**src/rtl/seq_step_controller.sv**
```systemverilog
// seq_step_controller: parametrised step sequencer with optional wrap, reverse
// stepping, a jump-from-last-step target and a saturating pass counter.
// All outputs are registered images of the internal step state, one edge late.
module seq_step_controller #(
  parameter int                           NUM_STEPS  = 5,
  parameter int                           OUT_W      = 3,
  parameter int                           JUMP_STEP  = 2,
  parameter logic [NUM_STEPS*OUT_W-1:0]   OUT1_TABLE = {3'd5, 3'd6, 3'd2, 3'd5, 3'd3},
  parameter logic [NUM_STEPS*OUT_W-1:0]   OUT2_TABLE = {3'd2, 3'd3, 3'd7, 3'd4, 3'd2},
  parameter bit                           LOOP       = 1'b0,
  localparam int                          IW         = (NUM_STEPS > 1) ? $clog2(NUM_STEPS) : 1
) (
  input  logic             clk_i,
  input  logic             reset_i,
  input  logic             restart_i,
  input  logic             pause_i,
  input  logic             jump_i,
  input  logic             reverse_i,
  output logic [IW-1:0]    step_o,
  output logic             terminal_o,
  output logic [OUT_W-1:0] out1_o,
  output logic [OUT_W-1:0] out2_o,
  output logic             even_o,
  output logic             odd_o,
  output logic [7:0]       pass_count_o
);

  localparam logic [IW-1:0] LAST = IW'(NUM_STEPS - 1);
  localparam logic [IW-1:0] JMP  = IW'(JUMP_STEP);

  logic [IW-1:0] cur_q, cur_d, cur_eff;
  logic [7:0]    passes_q, passes_d;
  logic          wrap;

  // Next-state selection: restart, jump-at-last, pause, then directional step/wrap.
  always_comb begin
    // Out-of-range indices (non power-of-two step counts) behave as step 0.
    cur_eff  = (cur_q > LAST) ? '0 : cur_q;
    cur_d    = cur_eff;
    passes_d = passes_q;
    wrap     = 1'b0;
    if (restart_i) begin
      cur_d    = '0;
      passes_d = '0;
    end else if (jump_i && (cur_eff == LAST)) begin
      cur_d = JMP;
    end else if (!pause_i) begin
      if (!reverse_i) begin
        if (cur_eff != LAST) begin
          cur_d = cur_eff + 1'b1;
        end else if (LOOP) begin
          cur_d = '0;
          wrap  = 1'b1;
        end
      end else begin
        if (cur_eff != '0) begin
          cur_d = cur_eff - 1'b1;
        end else if (LOOP) begin
          cur_d = LAST;
          wrap  = 1'b1;
        end
      end
      if (wrap && (passes_q != 8'hFF)) passes_d = passes_q + 8'd1;
    end
  end

  // Step state plus output image of the pre-edge state; reset loads step-0 values.
  always_ff @(posedge clk_i) begin
    if (reset_i) begin
      cur_q        <= '0;
      passes_q     <= '0;
      step_o       <= '0;
      terminal_o   <= (LAST == '0);
      out1_o       <= OUT1_TABLE[OUT_W-1:0];
      out2_o       <= OUT2_TABLE[OUT_W-1:0];
      odd_o        <= 1'b1;
      even_o       <= 1'b0;
      pass_count_o <= '0;
    end else begin
      cur_q        <= cur_d;
      passes_q     <= passes_d;
      step_o       <= cur_eff;
      terminal_o   <= (cur_eff == LAST);
      out1_o       <= OUT1_TABLE[int'(cur_eff)*OUT_W +: OUT_W];
      out2_o       <= OUT2_TABLE[int'(cur_eff)*OUT_W +: OUT_W];
      odd_o        <= ~cur_eff[0];
      even_o       <= cur_eff[0];
      pass_count_o <= passes_q;
    end
  end

endmodule

```
**config.mk**
```make
export PLATFORM = sky130hd
export DESIGN_NAME = seq_step_controller
export DESIGN_NICKNAME = d
export VERILOG_FILES = /design/src/rtl/seq_step_controller.sv
export SDC_FILE = /design/constraint.sdc
export NUM_CORES = 1
export LEC_CHECK = 0
export CORE_UTILIZATION = 38
export DETAILED_ROUTE_END_ITERATION = 7
export PLACE_DENSITY = 0.73
export REMOVE_ABC_BUFFERS = 1
export SYNTH_ARGS = -nofsm -noshare
export SYNTH_HDL_FRONTEND = slang
export SYNTH_SLANG_ARGS = --single-unit
```
**constraint.sdc**
```tcl
create_clock -name clk_i -period 1.6 [get_ports clk_i]
set_clock_uncertainty 0.05 [all_clocks]
set_input_delay 0.4 -clock clk_i [delete_from_list [all_inputs] [get_ports clk_i]]
set_output_delay 0.4 -clock clk_i [all_outputs]
set_load 0.02 [all_outputs]
```
* Word level (Yosys, flattened, before mapping)
Index checks and enable logic that the tools add are counted.
** Word-level totals
- Bits in registers :: 15
- Output and inout port bits :: 20
- Word-level logic and storage cells :: 27
** Operators by class
- Add/subtract/negate cells :: 2
- Multiply operators :: 1
- Order comparisons :: 1
- Eq/ne operators :: 2
- Shift-type cells :: 2
- Multiplexer cells :: 6
- Bitwise operators :: 1
- Reduce and logical (&&, ||, !) cells :: 4
** Operators with widths (number)
- indexed part select 15 x 32 -> 3 bit, first input constant :: 1
- 2-to-1 mux 3 bit :: 5
- indexed part select 15 x 6 -> 3 bit, first input constant :: 1
- multiplier 3 x 2 -> 5 bit, second input constant :: 1
- adder 3 x 1 -> 3 bit, second input constant :: 1
- equality test 3 bit, second input constant :: 1
- greater-than comparator 3 bit, second input constant :: 1
- != test 3 bit, second input constant :: 1
- nonzero test 3 bit :: 1
- OR reduction 3 bit :: 1
- subtractor 3 x 1 -> 3 bit, second input constant :: 1
- 2-to-1 mux 2 bit :: 1
- OR reduction 2 bit :: 1
- logical AND 1 bit :: 1
- inverter 1 bit :: 1

* Depth between registers and ports, before layout
Gate-level depths: netlist (run 1).
- Word-level depth :: 7
- Mapped depth :: 8

* Worst setup path after synthesis (run 1)
OpenSTA, ideal clock, no wires.
- Kind :: reg2reg
- Start :: reg cur_q[2]
- End :: reg cur_q[0]
- Library setup time :: 0.103 ns
- Data arrival time :: 1.591 ns
- Required time :: 1.447 ns
- Path slack :: -0.144 ns
- Cell stages (with the launch flop) :: 8
- Buffers on the path :: 1
- Period minus slack after synthesis :: 1.744 ns
- Cell sequence :: dfxtp_1 > and2b_1 > inv_1 > ha_1 > clkbuf_1 > a311oi_1 > a21oi_1 > a2111oi_2
** Between the ends
- Cells in the longest elaborated chain, start to end :: 6
- Elaborated cells between the ends (all ways) :: 13
** RTL lines
- from (decl) :: line 31 : logic [IW-1:0] cur_q, cur_d, cur_eff;
- from (signal assigned) :: line 80 : cur_q <= cur_d;
- greater-than comparator 3 bit :: line 38 : cur_eff = (cur_q > LAST) ? '0 : cur_q;
- 2-to-1 mux 3 bit (*) :: line 38
- adder 3 x 1 -> 3 bit (tied with other cells) :: line 50 : cur_d = cur_eff + 1'b1;
- 2-to-1 mux 3 bit (on tied branches) :: line 49, 56
- 2-to-1 mux 3 bit :: line 48 : if (!reverse_i) begin
- 2-to-1 mux 3 bit :: line 47 : end else if (!pause_i) begin
Mark *: on every way between the ends. The rest lies on a longest branch, timed or not.
A chain may end at the register's enable or synchronous reset.

* Final worst setup path (run 1)
- Start :: reg cur_q[2]
- End :: reg cur_q[2]
The elaborated chain is that of the path after synthesis.

==> flow_metrics.tcl, run 1 <==
set metrics [dict create \
    netlist_instances 77 \
    slew_viol_final 0 \
    max-cap-violations 0 \
    via_count 615 \
    startpoint_type "flip-flop" \
    fin_crit_sh 1.025 \
    drtAntennaViolNets 0 \
    total_power_uw 669.5 \
    synth_top_family_by_area "simple AND/OR/NAND/NOR gates" \
    maxClockFrequency_mhz 609.6 \
    clockRootBuffer "clkbuf_4" \
    violations "negative setup slack" \
    arrival_ns 1.76 \
    p_leak_uw 0.0004363 \
    fin_crit_ns 1.640 \
    synth-simple-area-share 0.1953 \
    synth_area_leaders "dfxtp_1, buf_4, ha_1" \
    grt_antenna_before_repair 0 \
    yosysTopAreaCell "dfxtp_1" \
    htreeDepth 1 \
    dp_hpwl_mm 1.094 \
    yosysMostFrequentCell "dfxtp_1" \
    synth_mux_area_frac 0 \
    rrSetupSlack_ns -0.04 \
    synthTopCellsByCount "dfxtp_1, buf_4, inv_1, nor2_1, a21oi_1" \
    path_clk_slew_ns 0.07 \
    dr.pass1.iters 4 \
    synthAdderAreaFrac 0.07299 \
    crit_path_end_kind "flip-flop" \
    die_h_um 44.48 \
    grt_overflow 0 \
    grt_util_all_layers 0.1595 \
    hold_viol 0 \
    cts_tree "built" \
    worstReg2RegStart "cur_q[2]$_SDFF_PP0_" \
    reg2reg_depth 7 \
    clockBufferDepth 2 \
    ys_ff_latch 13 \
    cts_buffers 3 \
    drive_gt1_frac 0.2255 \
    crit_path_max_fanout 5 \
    port_buffers 17 \
    postCtsHoldBufs 0 \
    placed_area_sq_um 897.1 \
    synth_cell_types 29 \
    die_area_sq_um 1978 \
    required_ns 1.72 \
    setup_violations 1 \
    synth-xor-area-share 0 \
    postSynthAreaPerCell_sq_um 8.905 \
    core_sq_um 1594 \
    drt_iter0_drc 15 \
    finalNetCount 113 \
    drt-total-wl_mm 1.544 \
    synth_top_area_frac 0.3796 \
    yosys_warnings 0 \
    hp-class "in -> reg" \
    rows 14 \
    fin_area_sq_um 958.4 \
    synth-compound-area-share 0.1825 \
    setup_ws_ns -0.04032 \
    cp-endpoint "cur_q[2]$_SDFF_PP0_" \
    grt_pass1_vias 529 \
    synth_sequential_area_ratio 0.3796 \
    avgRoutedWirePerCell_um 12.25 \
    clkSinkCount 13 \
    netlist_area_sq_um 685.7 \
    fp.dieW_um 44.48 \
    status "complete, but fails checks" \
    clock_latency_ns 0.27 \
    boundaryPins 26 \
    nFillCells 137 \
    rsz0062_at_grt "true" \
    n_antenna_cell 0 \
    crit_path_start "cur_q[2]$_SDFF_PP0_" \
    drc_errors 0 \
    tns_ns -0.04032 \
    synth-edff-count 0 \
    grt_pass1_wl_mm 2.235 \
    ir_drop_mv 0.4729 \
    start_util 0.4301 \
    async_flop_share 0 \
    crit_type "reg -> reg" \
    ys.flop_type "dfxtp_1" \
    grt_max_degree 13 \
    power_density_nw_per_um2 698.5 \
    syn2layout_area_growth_pct 39.78 \
    via_per_inst 4.881 \
    place_congestion 0.8574 \
    reg2reg_to "cur_q[2]$_SDFF_PP0_" \
]
-- logic make-up after synthesis --
group | count (synthesis)
simple gates | 22
flops | 13
fa+ha+maj | 4
compound gates | 17
buf+inv | 20
other cells | 1
-- flip-flops by register name (all words and copies together) (netlist names) --
register    flops
cur_q           3
out2_o          3
terminal_o      1
step_o          2
odd_o           1
out1_o          3
-- layout make-up --
| class | count | area [sq um] | area share |
|---|---|---|---|
| inverter | 6 | 22.52 | 0.02350 |
| sequential | 13 | 261.5 | 0.2728 |
| clock buffer | 4 | 26.28 | 0.02742 |
| multi-input combinational | 51 | 374.1 | 0.3903 |
| tap | 24 | 30.03 | 0.03133 |
| timing repair buffer | 28 | 244.0 | 0.2546 |
-- metal layers --
layer | GRT usage | up-vias | wire length (um)
met5 | 0 | - | 0
met4 | 0.04242 | 0 | 8
met3 | 0.08163 | 2 | 117
met2 | 0.2971 | 30 | 839
met1 | 0.1525 | 288 | 580
li1 | - | 295 | -
-- timing repair --
action	4_1_cts	5_1_grt
buffers inserted	1	0
resized for setup	19	4
endpoints found under the setup margin	15	3
pin swaps	2	1
-- report_power, final --
part | leakage [uW] | switching [uW] | internal (uW) | total [uW]
clock | 0.0000150 | 96.6 | 96.5 | 193
sequential | 0.000106 | 2.80 | 332 | 335
combinational | 0.000315 | 80.2 | 61.1 | 141
-- per-stage QoR --
stage	instances	util	worst slack [ns]	hold slack, ns
floorplan	70	-	-0.1245	0.4261
global placement	121	0.5628	-0.1486	0.5210
detailed placement	121	0.5628	-0.2109	0.5540
CTS	126	0.5871	-0.02179	0.5523
global route	126	0.6013	-0.1566	0.5378
finish	126	0.6013	-0.04032	0.5329
-- layout by cell type (no fill, tap or decap), types with 3 or more instances in the layout --
cell / instances
dfxtp_1: 12
dlygate4sd2_1: 12
conb_1: 8
buf_4: 10
a21oi_1: 5
inv_1: 5
nor2_1: 6
nand2b_1: 3
clkbuf_4: 3
clkdlybuf4s50_1: 4
-- critical path, stage by stage, from the launching register on --
cell,delay [ns]
dfxtp_2,0.33
nand2b_1,0.18
buf_4,0.18
ha_2,0.18
nor2b_1,0.12
o21ai_1,0.10
o211ai_1,0.13
a221oi_2,0.28
-- worst min path at each step --
stage / from / end / depth (start not counted)
5_1_grt: pause_i / cur_q[2]$_SDFF_PP0_ / 2
3_5_place_dp: cur_q[2]$_SDFF_PP0_ / cur_q[0]$_SDFF_PP0_ / 2
4_1_cts: cur_q[2]$_SDFF_PP0_ / cur_q[0]$_SDFF_PP0_ / 2
3_3_place_gp: cur_q[2]$_SDFF_PP0_ / cur_q[0]$_SDFF_PP0_ / 2
2_1_floorplan: reset_i / out2_o[2]$_SDFF_PP0_ / 1
6_report: pause_i / cur_q[2]$_SDFF_PP0_ / 2
No activity file was read; power rests on OpenSTA's default activity.
==> run 2, diff against run 1 <==
CORE_UTILIZATION = 39   (was 38)
PLACE_DENSITY = 0.72   (was 0.73)
SLEW_MARGIN = 10   (was default)
clock period = 2 ns   (was 1.6 ns; I/O delays follow)
==> run 2 against run 1 <==
The flow finishes with violations (design-rule violations). Sequential power fell by 20%. Clock power decreased by 18%. Fmax decreased by 8.2%. Worst hold slack improved by 0.0037 ns. Register-to-register slack improved by 0.25 ns. Via count decreased by 6.3%. Utilization fell by 4.9 points. Critical path type unchanged. Critical endpoint is now cur_q[0]$_SDFF_PP0_. Highest routed layer unchanged.
==> flow_metrics.tcl, run 2 (same netlist as run 1, synthesis figures left out) <==
set metrics [dict create \
    slew_viol_final 0 \
    reg_top3 "cur_q (3), out1_o (3), out2_o (3)" \
    path_clk_slew_ns 0.08 \
    avgRoutedWirePerCell_um 11.63 \
    die_area_sq_um 1930 \
    boundaryPins 26 \
    clockRootBuffer "clkbuf_4" \
    htreeDepth 1 \
    clkSinkCount 13 \
    p_switching_uw 141.0 \
    arrival_ns 1.91 \
    via_count 576 \
    fin_util 0.5524 \
    required_ns 2.12 \
    tns_ns 0 \
    dpl_worst_slack_ns 0.06230 \
    port_buffers 17 \
    drtAntennaViolNets 0 \
    power_density_nw_per_um2 602.7 \
    cts_buffers 3 \
    final_common_cell "clkdlybuf4s50_1" \
    pwr-share-seq 0.512 \
    status "complete, but fails checks" \
    start_util 0.4349 \
    internal_power_uw 383.9 \
    crit_type "reg -> reg" \
    drive_gt1_frac 0.1053 \
    syn2layout_area_growth_pct 27.01 \
    rsz0062_at_grt "false" \
    fin_crit_sh 0.8936 \
    grt_overflow 0 \
    layout_common_cells "clkdlybuf4s50_1, dfxtp_1, conb_1, inv_1, nor2_1" \
    finalNetCount 106 \
    violations "design-rule violations" \
    drc_errors 1 \
    crit_path_end_kind "flip-flop" \
    cts_tree "built" \
    netSwitchingFraction 0.2686 \
    n_antenna_cell 0 \
    hp-class "reg -> reg" \
    grt_pass1_vias 477 \
    fin_crit_ns 1.787 \
    p_leak_uw 0.0003574 \
    setup_ws_ns 0.2128 \
    setup_violations 0 \
    hold_viol 0 \
    die_h_um 43.93 \
    grt_pass1_wl_mm 2.235 \
    max-cap-violations 0 \
    ir_drop_mv 0.2160 \
    grt_antenna_before_repair 0 \
    p_comb_frac 0.185 \
    core_sq_um 1577 \
    post_cts_buffers 0 \
    pwr-share-clk 0.303 \
    clock_latency_ns 0.27 \
    nFillCells 132 \
    via_per_inst 5.189 \
    dp_hpwl_um 982.3 \
    grt_max_degree 13 \
    dr.pass1.iters 8 \
    place_congestion 0.9055 \
    drt-total-wl_mm 1.291 \
    drt_iter0_drc 14 \
    grt_util_all_layers 0.1595 \
    clockBufferDepth 2 \
    total_power_uw 524.9 \
    fp.dieW_um 43.93 \
    crit_path_max_fanout 12 \
    startpoint_type "flip-flop" \
    rows 14 \
    maxClockFrequency_mhz 559.5 \
]
run 2: cell types whose count changed in the layout (fill, tap and decap cells not counted), sizes merged:
cell / change
buf: -7
clkdlybuf4s50: +13
dlygate4sd2: -12
dlymetal6s2s: -1
run 2: routing by layer:
layer | track usage | part of all wire | up-vias
li1 | - | - | 281
met1 | 0.2046 | 0.43 | 265
met2 | 0.2507 | 0.49 | 28
met3 | 0.04167 | 0.067 | 2
met4 | 0.07273 | 0.0062 | 0
met5 | 0 | 0 | -
run 2: final timing paths:
check / start / to / slack [ns] / cells past startpoint
max: cur_q[2]$_SDFF_PP0_ / cur_q[0]$_SDFF_PP0_ / 0.21 / 5
min: cur_q[1]$_SDFF_PP0_ / out2_o[1]$_SDFF_PP1_ / 0.54 / 1
min reg2reg: cur_q[1]$_SDFF_PP0_ / out2_o[1]$_SDFF_PP1_ / 0.54 / 1
max reg2reg: cur_q[2]$_SDFF_PP0_ / cur_q[0]$_SDFF_PP0_ / 0.21 / 5
run 2: repair_timing:
item	in CTS	in global routing
setup endpoints to repair	0	1
hold buffers	0	0
resized for setup	0	1
run 2: worst max-delay path: stages, from the launching register on:
cell       delay [ns]
dfxtp_1          0.34
and2b_1          0.27
inv_1            0.06
ha_2             0.26
a311o_1          0.37
a2111oi_2        0.34
run 2: area by class of cell:
class / count / area, sq um / area share
well taps: 16 / 20.02 / 0.02299
inverters: 6 / 22.52 / 0.02586
multi-input cells: 51 / 341.6 / 0.3922
repair buffers: 21 / 200.2 / 0.2299
clock buffers: 4 / 26.28 / 0.03017
flip-flops and latches: 13 / 260.3 / 0.2989
run 2: through the flow:
stage,hold slack (ns),area [sq um],cells
finish,0.5366,870.8,111
global route,0.5696,870.8,111
CTS,0.5348,868.3,111
detailed placement,0.5126,842.1,107
global placement,0.5141,842.1,107
floorplan,0.4787,621.8,70
run 2: power by group through the flow:
stage,clock network (uW),registers [uW],logic (uW)
detailed placement,0,275,95.2
global placement,0,275,93.5
finish,159,269,97.2
floorplan,0,284,46.3
CTS,159,269,95.4
global route,180,270,105
